**src/rtl/score_pkg.sv**
```systemverilog
// Shared constants and types for the score display slice.
package score_pkg;

    localparam int NUM_DIGITS    = 4;
    localparam int GLYPH_W       = 8;
    localparam int GLYPH_H       = 16;
    localparam int HILITE_FRAMES = 32;
    localparam int HILITE_TOGGLE = 4;

    typedef logic [3:0] bcd_t;

    localparam bcd_t GLYPH_DASH = 4'hA;

    // Anything above 9 is not a decimal digit and is shown as a dash.
    function automatic bcd_t glyph_of(input bcd_t d);
        return (d > 4'd9) ? GLYPH_DASH : d;
    endfunction

endpackage

```
**src/rtl/score_digit_font.sv**
```systemverilog
// Registered 11x16x8 glyph ROM (digits 0-9 plus dash), built from seven-segment strokes.
module score_digit_font
    import score_pkg::*;
(
    input  logic       clk,
    input  bcd_t       glyph,
    input  logic [3:0] row,
    output logic [7:0] row_bits
);

    // Segment mask {g,f,e,d,c,b,a}; column 0 of the glyph is bit 7 of a row.
    function automatic logic [6:0] seg_map(input bcd_t g);
        case (g)
            4'd0:       return 7'h3F;
            4'd1:       return 7'h06;
            4'd2:       return 7'h5B;
            4'd3:       return 7'h4F;
            4'd4:       return 7'h66;
            4'd5:       return 7'h6D;
            4'd6:       return 7'h7D;
            4'd7:       return 7'h07;
            4'd8:       return 7'h7F;
            4'd9:       return 7'h6F;
            GLYPH_DASH: return 7'h40;
            default:    return 7'h00;
        endcase
    endfunction

    logic [6:0] seg;
    logic [7:0] row_next;

    always_comb begin
        // NOTE: every always_comb output gets a default first so no path can infer a latch.
        row_next = 8'h00;
        seg      = seg_map(glyph);
        if (row == 4'd2)
            row_next = seg[0] ? 8'h7E : 8'h00;
        else if (row >= 4'd3 && row <= 4'd7)
            row_next = (seg[5] ? 8'h40 : 8'h00) | (seg[1] ? 8'h02 : 8'h00);
        else if (row == 4'd8)
            row_next = seg[6] ? 8'h7E : 8'h00;
        else if (row >= 4'd9 && row <= 4'd13)
            row_next = (seg[4] ? 8'h40 : 8'h00) | (seg[2] ? 8'h02 : 8'h00);
        else if (row == 4'd14)
            row_next = seg[3] ? 8'h7E : 8'h00;
    end

    // NOTE: ROM/datapath registers carry no reset; the qualifying valid bits downstream are reset instead.
    always_ff @(posedge clk) begin
        row_bits <= row_next;
    end

endmodule

```
**src/rtl/score_display.sv**
```systemverilog
// Four-digit score box renderer with frame-synchronous digit latch and 2-clock pixel pipeline.
// Optional build macro SCORE_BLINK_EN adds a 32-frame colour-swap highlight on value change.
module score_display
    import score_pkg::*;
#(
    parameter int         TOP_LEFT_X = 16,
    parameter int         TOP_LEFT_Y = 8,
    parameter int         SCALE      = 2,
    parameter int         DIGIT_GAP  = 4,
    parameter logic [7:0] FG_COLOR   = 8'hFF,
    parameter logic [7:0] BG_COLOR   = 8'h00
) (
    input  logic        clk,
    input  logic        reset,
    input  logic        startOfFrame,
    input  logic [10:0] pixelX,
    input  logic [10:0] pixelY,
    input  logic        digitsValid,
    input  logic [3:0]  num_of_thousands,
    input  logic [3:0]  num_of_hundreds,
    input  logic [3:0]  num_of_tens,
    input  logic [3:0]  num_of_units,
    output logic        drawingRequest,
    output logic [7:0]  RGBout
);

    localparam int DW     = GLYPH_W * SCALE;
    localparam int DH     = GLYPH_H * SCALE;
    localparam int STRIDE = DW + DIGIT_GAP;
    localparam int BOX_W  = NUM_DIGITS * DW + (NUM_DIGITS - 1) * DIGIT_GAP;

    localparam logic [10:0] BOX_X0 = 11'(TOP_LEFT_X);
    localparam logic [10:0] BOX_X1 = 11'(TOP_LEFT_X + BOX_W);
    localparam logic [10:0] BOX_Y0 = 11'(TOP_LEFT_Y);
    localparam logic [10:0] BOX_Y1 = 11'(TOP_LEFT_Y + DH);

    bcd_t [NUM_DIGITS-1:0] digits_in, shadow, disp, next_disp;

    assign digits_in = {num_of_thousands, num_of_hundreds, num_of_tens, num_of_units};
    assign next_disp = digitsValid ? digits_in : shadow;

    always_ff @(posedge clk) begin
        // NOTE: state registers use non-blocking assignments so every flop samples pre-edge values.
        if (reset) begin
            shadow <= '0;
            disp   <= '0;
        end else begin
            if (digitsValid)  shadow <= digits_in;
            if (startOfFrame) disp   <= next_disp;
        end
    end

    logic swap;

`ifdef SCORE_BLINK_EN
    localparam int HLW = $clog2(HILITE_FRAMES);
    logic           hl_active;
    logic [HLW-1:0] hl_frame;

    always_ff @(posedge clk) begin
        if (reset) begin
            hl_active <= 1'b0;
            hl_frame  <= '0;
        end else if (startOfFrame) begin
            if (next_disp != disp) begin
                hl_active <= 1'b1;
                hl_frame  <= '0;
            end else if (hl_active) begin
                if (hl_frame == HLW'(HILITE_FRAMES - 1)) hl_active <= 1'b0;
                else                                     hl_frame  <= hl_frame + 1'b1;
            end
        end
    end

    // Even toggle windows (frames 0-3, 8-11, ...) are the swapped ones.
    assign swap = hl_active && !hl_frame[$clog2(HILITE_TOGGLE)];
`else
    assign swap = 1'b0;
`endif

    // Leading-zero blanking walks down from the thousands; units are never blank.
    logic [NUM_DIGITS-1:0] blank;
    logic                  lead;

    always_comb begin
        blank = '0;
        lead  = 1'b1;
        for (int k = NUM_DIGITS - 1; k >= 1; k--) begin
            lead     = lead && (disp[k] == 4'd0);
            blank[k] = lead;
        end
    end

    // Stage 1: box hit, slot decode and glyph coordinates via constant thresholds (no divider).
    logic [10:0] dx, dy, sx;
    logic        in_box, in_digit;
    logic [1:0]  slot;
    logic [2:0]  col;
    logic [3:0]  row;

    always_comb begin
        in_digit = 1'b0;
        slot     = '0;
        sx       = '0;
        col      = '0;
        row      = '0;
        dx       = pixelX - BOX_X0;
        dy       = pixelY - BOX_Y0;
        in_box   = (pixelX >= BOX_X0) && (pixelX < BOX_X1) &&
                   (pixelY >= BOX_Y0) && (pixelY < BOX_Y1);
        for (int k = 0; k < NUM_DIGITS; k++) begin
            if (dx >= 11'(k * STRIDE) && dx < 11'(k * STRIDE + DW)) begin
                in_digit = 1'b1;
                slot     = 2'(NUM_DIGITS - 1 - k);
                sx       = dx - 11'(k * STRIDE);
            end
        end
        for (int c = 1; c < GLYPH_W; c++)
            if (sx >= 11'(c * SCALE)) col = 3'(c);
        for (int r = 1; r < GLYPH_H; r++)
            if (dy >= 11'(r * SCALE)) row = 4'(r);
    end

    logic       s1_hit, s1_fg_en, s2_hit, s2_fg_en;
    bcd_t       s1_glyph;
    logic [3:0] s1_row;
    logic [2:0] s1_col, s2_col;
    logic [7:0] font_row;

    always_ff @(posedge clk) begin
        if (reset) begin
            s1_hit   <= 1'b0;
            s1_fg_en <= 1'b0;
            s2_hit   <= 1'b0;
            s2_fg_en <= 1'b0;
        end else begin
            s1_hit   <= in_box;
            s1_fg_en <= in_box && in_digit && !blank[slot];
            s2_hit   <= s1_hit;
            s2_fg_en <= s1_fg_en;
        end
    end

    always_ff @(posedge clk) begin
        s1_glyph <= glyph_of(disp[slot]);
        s1_row   <= row;
        s1_col   <= col;
        s2_col   <= s1_col;
    end

    // Stage 2: glyph row lookup registered inside the font ROM.
    score_digit_font u_font (
        .clk      (clk),
        .glyph    (s1_glyph),
        .row      (s1_row),
        .row_bits (font_row)
    );

    logic glyph_on;

    always_comb begin
        glyph_on       = s2_fg_en && font_row[3'(GLYPH_W - 1) - s2_col];
        drawingRequest = s2_hit;
        RGBout         = 8'h00;
        if (s2_hit) RGBout = (glyph_on ^ swap) ? FG_COLOR : BG_COLOR;
    end

endmodule
```
**config.mk**
```make
export PLATFORM = sky130hd
export DESIGN_NAME = score_display
export DESIGN_NICKNAME = d
export VERILOG_FILES = /design/src/rtl/score_pkg.sv /design/src/rtl/score_digit_font.sv /design/src/rtl/score_display.sv
export SDC_FILE = /design/constraint.sdc
export NUM_CORES = 1
export LEC_CHECK = 0
export CORE_ASPECT_RATIO = 1.75
export CORE_MARGIN = 2
export CORE_UTILIZATION = 36
export CTS_CLUSTER_SIZE = 20
export DETAILED_ROUTE_END_ITERATION = 10
export GPL_ROUTABILITY_DRIVEN = 0
export GPL_TIMING_DRIVEN = 1
export HOLD_SLACK_MARGIN = 0.12
export SYNTH_ARGS = -nofsm -noshare
export SYNTH_HDL_FRONTEND = slang
export SYNTH_HIERARCHICAL = 1
export SYNTH_SLANG_ARGS = --single-unit
```
**constraint.sdc**
```tcl
create_clock -name clk -period 3.57 [get_ports clk]
set_input_delay 0.714 -clock clk [delete_from_list [all_inputs] [get_ports clk]]
set_output_delay 0.714 -clock clk [all_outputs]
set_load 0.05 [all_outputs]
```
==> metrics.txt <==
# TYPE chip_impl_metric gauge
chip_impl_metric{name="overall_global_routing_usage",unit="%"} 17.3
chip_impl_metric{name="num_vias",unit=""} 3361
chip_impl_metric{name="final.setup_skew",unit="ns"} 0.00665
chip_impl_metric{name="hold_slack",unit="ns"} 0.342
chip_impl_metric{name="post-place-cells",unit=""} 623
chip_impl_metric{name="fmax",unit="MHz"} 287
chip_impl_metric{name="cap_viol_max_count",unit=""} 0
chip_impl_metric{name="post_route_cells_drive_above_1_share",unit="%"} 17.1
chip_impl_metric{name="crit_path_max_incr_delay",unit="ns"} 0.49
chip_impl_metric{name="remaining_drc_errors",unit=""} 0
chip_impl_metric{name="sequential_area_share_after_synthesis",unit="%"} 29.3
chip_impl_metric{name="grt_start_max_net_pins",unit=""} 35
chip_impl_metric{name="drt-initial-drc-count",unit=""} 137
chip_impl_info{name="cts_tree",value="yes"} 1
chip_impl_metric{name="slew_of_the_pin_with_the_lowest_slew_margin",unit="ns"} 0.498
chip_impl_metric{name="fillers",unit=""} 990
chip_impl_metric{name="vdd_drop_max",unit="V"} 0.000301
chip_impl_metric{name="totalWireLength",unit="mm"} 9.01
chip_impl_metric{name="worst-path-max-fanout",unit=""} 7
chip_impl_metric{name="antenna_left",unit=""} 0
chip_impl_metric{name="relSlewSlack",unit="%"} 66.7
chip_impl_metric{name="cts.sinks",unit=""} 53
chip_impl_metric{name="finalCritPeriodShare",unit="%"} 97.5
chip_impl_info{name="setup.worst_path.start_class",value="primary input"} 1
chip_impl_metric{name="worst-endpoint-arrival",unit="ns"} 3.69
chip_impl_metric{name="syn-instance-count",unit=""} 432
chip_impl_info{name="synth_most_common_cell",value="sky130_fd_sc_hd__nor2_1"} 1
chip_impl_metric{name="final-hold-violation-count",unit=""} 0
chip_impl_metric{name="drt-vias-per-instance",unit=""} 5.30
chip_impl_metric{name="final_net_count",unit=""} 575
chip_impl_info{name="cts-root-buf",value="sky130_fd_sc_hd__clkbuf_16"} 1
chip_impl_info{name="run_status",value="complete, no violations"} 1
chip_impl_metric{name="number_of_buffers_inserted_during_clock_tree_synthesis",unit=""} 5
chip_impl_metric{name="floorplan.die_area",unit="um2"} 10900
chip_impl_metric{name="setup_tns_after_final_layout",unit="ns"} 0
chip_impl_metric{name="dp_hpwl",unit="mm"} 7.34
chip_impl_metric{name="initial_utilization",unit="%"} 36.8
chip_impl_info{name="synth_area_leaders",value="sky130_fd_sc_hd__dfxtp_1 (29%), sky130_fd_sc_hd__ha_1 (8.6%), sky130_fd_sc_hd__nor2_1 (6.3%)"} 1
chip_impl_metric{name="synth_area_per_cell",unit="um2"} 8.38
chip_impl_metric{name="synth_seq_cells",unit=""} 53
chip_impl_metric{name="clk-insertion-delay-late",unit="ns"} 0.30
chip_impl_metric{name="power.static_leakage",unit="uW"} 0.00191
chip_impl_metric{name="register_area",unit="um2"} 1060
chip_impl_metric{name="numPortBuffers",unit=""} 50
chip_impl_metric{name="netlist-cell-type-count",unit=""} 73
chip_impl_info{name="timing.setup.critical_path_class",value="primary input to register"} 1
chip_impl_metric{name="synth_edf_count",unit=""} 0
chip_impl_metric{name="wl_per_cell",unit="um"} 14.2
chip_impl_metric{name="fin_cells",unit=""} 634
chip_impl_metric{name="finalMaxSlewViolations",unit=""} 0
chip_impl_metric{name="synthToLayoutAreaGrowth",unit="%"} 30.7
chip_impl_metric{name="first_global_vias",unit=""} 3349
chip_impl_metric{name="post_synth_instance_area",unit="um2"} 3620
chip_impl_metric{name="finalSetupViolCount",unit=""} 0
chip_impl_metric{name="die_width",unit="um"} 79.8
chip_impl_info{name="list_of_cells_traversed_by_the_critical_path",value="clkdlybuf4s50_1, inv_1, ha_2, or4b_4, nor4b_4, buf_4, o311ai_4, or2_4, a211oi_4, mux2i_1, a2bb2oi_2, a221oi_2"} 1
chip_impl_metric{name="async_reset_ff_share",unit="%"} 0
chip_impl_info{name="yosys_most_used_dff",value="sky130_fd_sc_hd__dfxtp_1"} 1
chip_impl_metric{name="first_pass_iters",unit=""} 4
chip_impl_info{name="worst_path_max_delay_cell",value="sky130_fd_sc_hd__or4b_4"} 1
chip_impl_metric{name="crit_required",unit="ns"} 3.78
chip_impl_metric{name="top_level_i_o_count",unit=""} 51
chip_impl_metric{name="clock_pin_slew_worst_setup_and_hold_paths",unit="ns"} 0.07
chip_impl_metric{name="grt_overflow",unit=""} 0
chip_impl_metric{name="worstHoldPathCells",unit=""} 0
chip_impl_metric{name="htree_num_levels",unit=""} 2
chip_impl_metric{name="footprint_of_the_multi_input_gates",unit="um2"} 2370
chip_impl_info{name="synth.cells.most_frequent",value="sky130_fd_sc_hd__nor2_1 (61), sky130_fd_sc_hd__dfxtp_1 (53), sky130_fd_sc_hd__a21oi_1 (26)"} 1
chip_impl_metric{name="finalCriticalPeriod",unit="ns"} 3.48
chip_impl_metric{name="grt_antenna_before_repair",unit=""} 0
chip_impl_metric{name="cts-root-to-sink-buffers",unit=""} 2
chip_impl_metric{name="std_cell_rows",unit=""} 48
chip_impl_metric{name="cts_hold_repair.buffers",unit=""} 0
chip_impl_metric{name="r2r_cells",unit=""} 6
chip_impl_metric{name="core-area",unit="um2"} 9850
chip_impl_metric{name="power_density_normalized_to_cell_area",unit="nW/um2"} 330
chip_impl_metric{name="ys.warnings.count",unit=""} 6
chip_impl_metric{name="post-synth-top-area-fraction",unit="%"} 29.3
chip_impl_metric{name="antenna_cells_inserted",unit=""} 0
chip_impl_metric{name="power.total",unit="uW"} 1560
chip_impl_info{name="endpoint_kind",value="register"} 1
chip_impl_metric{name="floorplan.die.height",unit="um"} 137
chip_impl_info{name="synthDominantAreaCellType",value="sky130_fd_sc_hd__dfxtp_1"} 1
chip_impl_metric{name="grt_first_pass_wirelength",unit="mm"} 15.1
chip_impl_info{name="hold_path_class",value="register to register"} 1
## cell usage in the layout, fill, tap and decap left out, drive strengths merged, types with 4 or more instances in the layout
master         count
dfxtp             53
buf               53
xor2               4
a31oi              6
nand2b             7
nand2             24
nor4               8
clkdlybuf4s50     50
or3                5
clkbuf             5
o21ai              9
nor3              14
xnor2              6
nand4              5
nor2b              6
o21bai             4
a21oi             26
ha                25
o41ai              4
inv               19
o22ai              4
nor2              61
a211oi            21
mux2i             20
## cells by family after synthesis
logic type,after synthesis,synth area share [%]
AND/OR/NAND/NOR,158,22.9
AO/OA/AOI/OAI,110,22.2
flip-flops,53,29.3
buffers and inverters,52,7.29
adder cells (fa/ha/maj),25,8.64
multiplexers,23,7.08
XOR/XNOR,10,2.42
other,1,0.104
## registers in the layout, summed over array words and instances, names as in the netlist, 3 cells and up
register         count
s1_row               4
s1_glyph             4
s2_col               3
disp                16
s1_col               3
shadow              16
u_font/row_bits      3
## layout make-up
type	instances	share of cell area [%]
clock buffer	5	2.64
clock inverter	3	1.00
inverter	17	1.35
multi-input combinational	328	50.0
sequential	53	22.4
tap	125	3.30
timing repair buffer	103	19.2
## per-layer routing
metal | share of wire, % | GRT usage [%] | vias up
met5 | 0 | 0 | -
met4 | 4.7 | 9.70 | 0
met3 | 2.8 | 2.90 | 27
met2 | 54 | 32.6 | 67
met1 | 38 | 17.5 | 1553
li1 | - | - | 1714
## final timing paths
path,endpoint,startpoint,slack [ns]
worst max-delay path,s1_glyph[0],pixelX[4],0.09
worst min-delay path,s2_col[0],s1_col[0],0.34
worst min register to register,s2_col[0],s1_col[0],0.34
worst max register to register,u_font/row_bits[6],s1_glyph[1],1.71
## where the power goes
group | switching, uW | internal [uW] | leakage [uW]
clock network | 220 | 336 | 0.0000848
logic | 173 | 174 | 0.00139
registers | 29.6 | 627 | 0.000436
total | 423 | 1140 | 0.00191
## per-stage QoR
step | area, um2 | worst slack, ns | util (%)
detailed placement | 4470 | -0.196 | 45.4
finish | 4730 | 0.0898 | 48.1
floorplan | 3630 | 0.0892 | -
CTS | 4640 | 0.0948 | 47.1
global placement | 4470 | -0.102 | 45.4
global route | 4730 | -0.0224 | 48.1
## worst max-delay path: cells and delay by family
kind,cells,cell delay [ns]
muxes,1,0.28
AOI/OAI and AO/OA,4,0.74
adders and majority gates,1,0.20
buffers and inverters,3,0.70
and+or+nand+nor,3,1.05
## what timing repair did
| item | 4_1_cts | 5_1_grt |
|---|---|---|
| endpoints found under the setup margin | 0 | 2 |
| buffers inserted | 0 | 3 |
| gates resized for setup | 0 | 13 |
No activity file was read; power rests on OpenSTA's default activity.
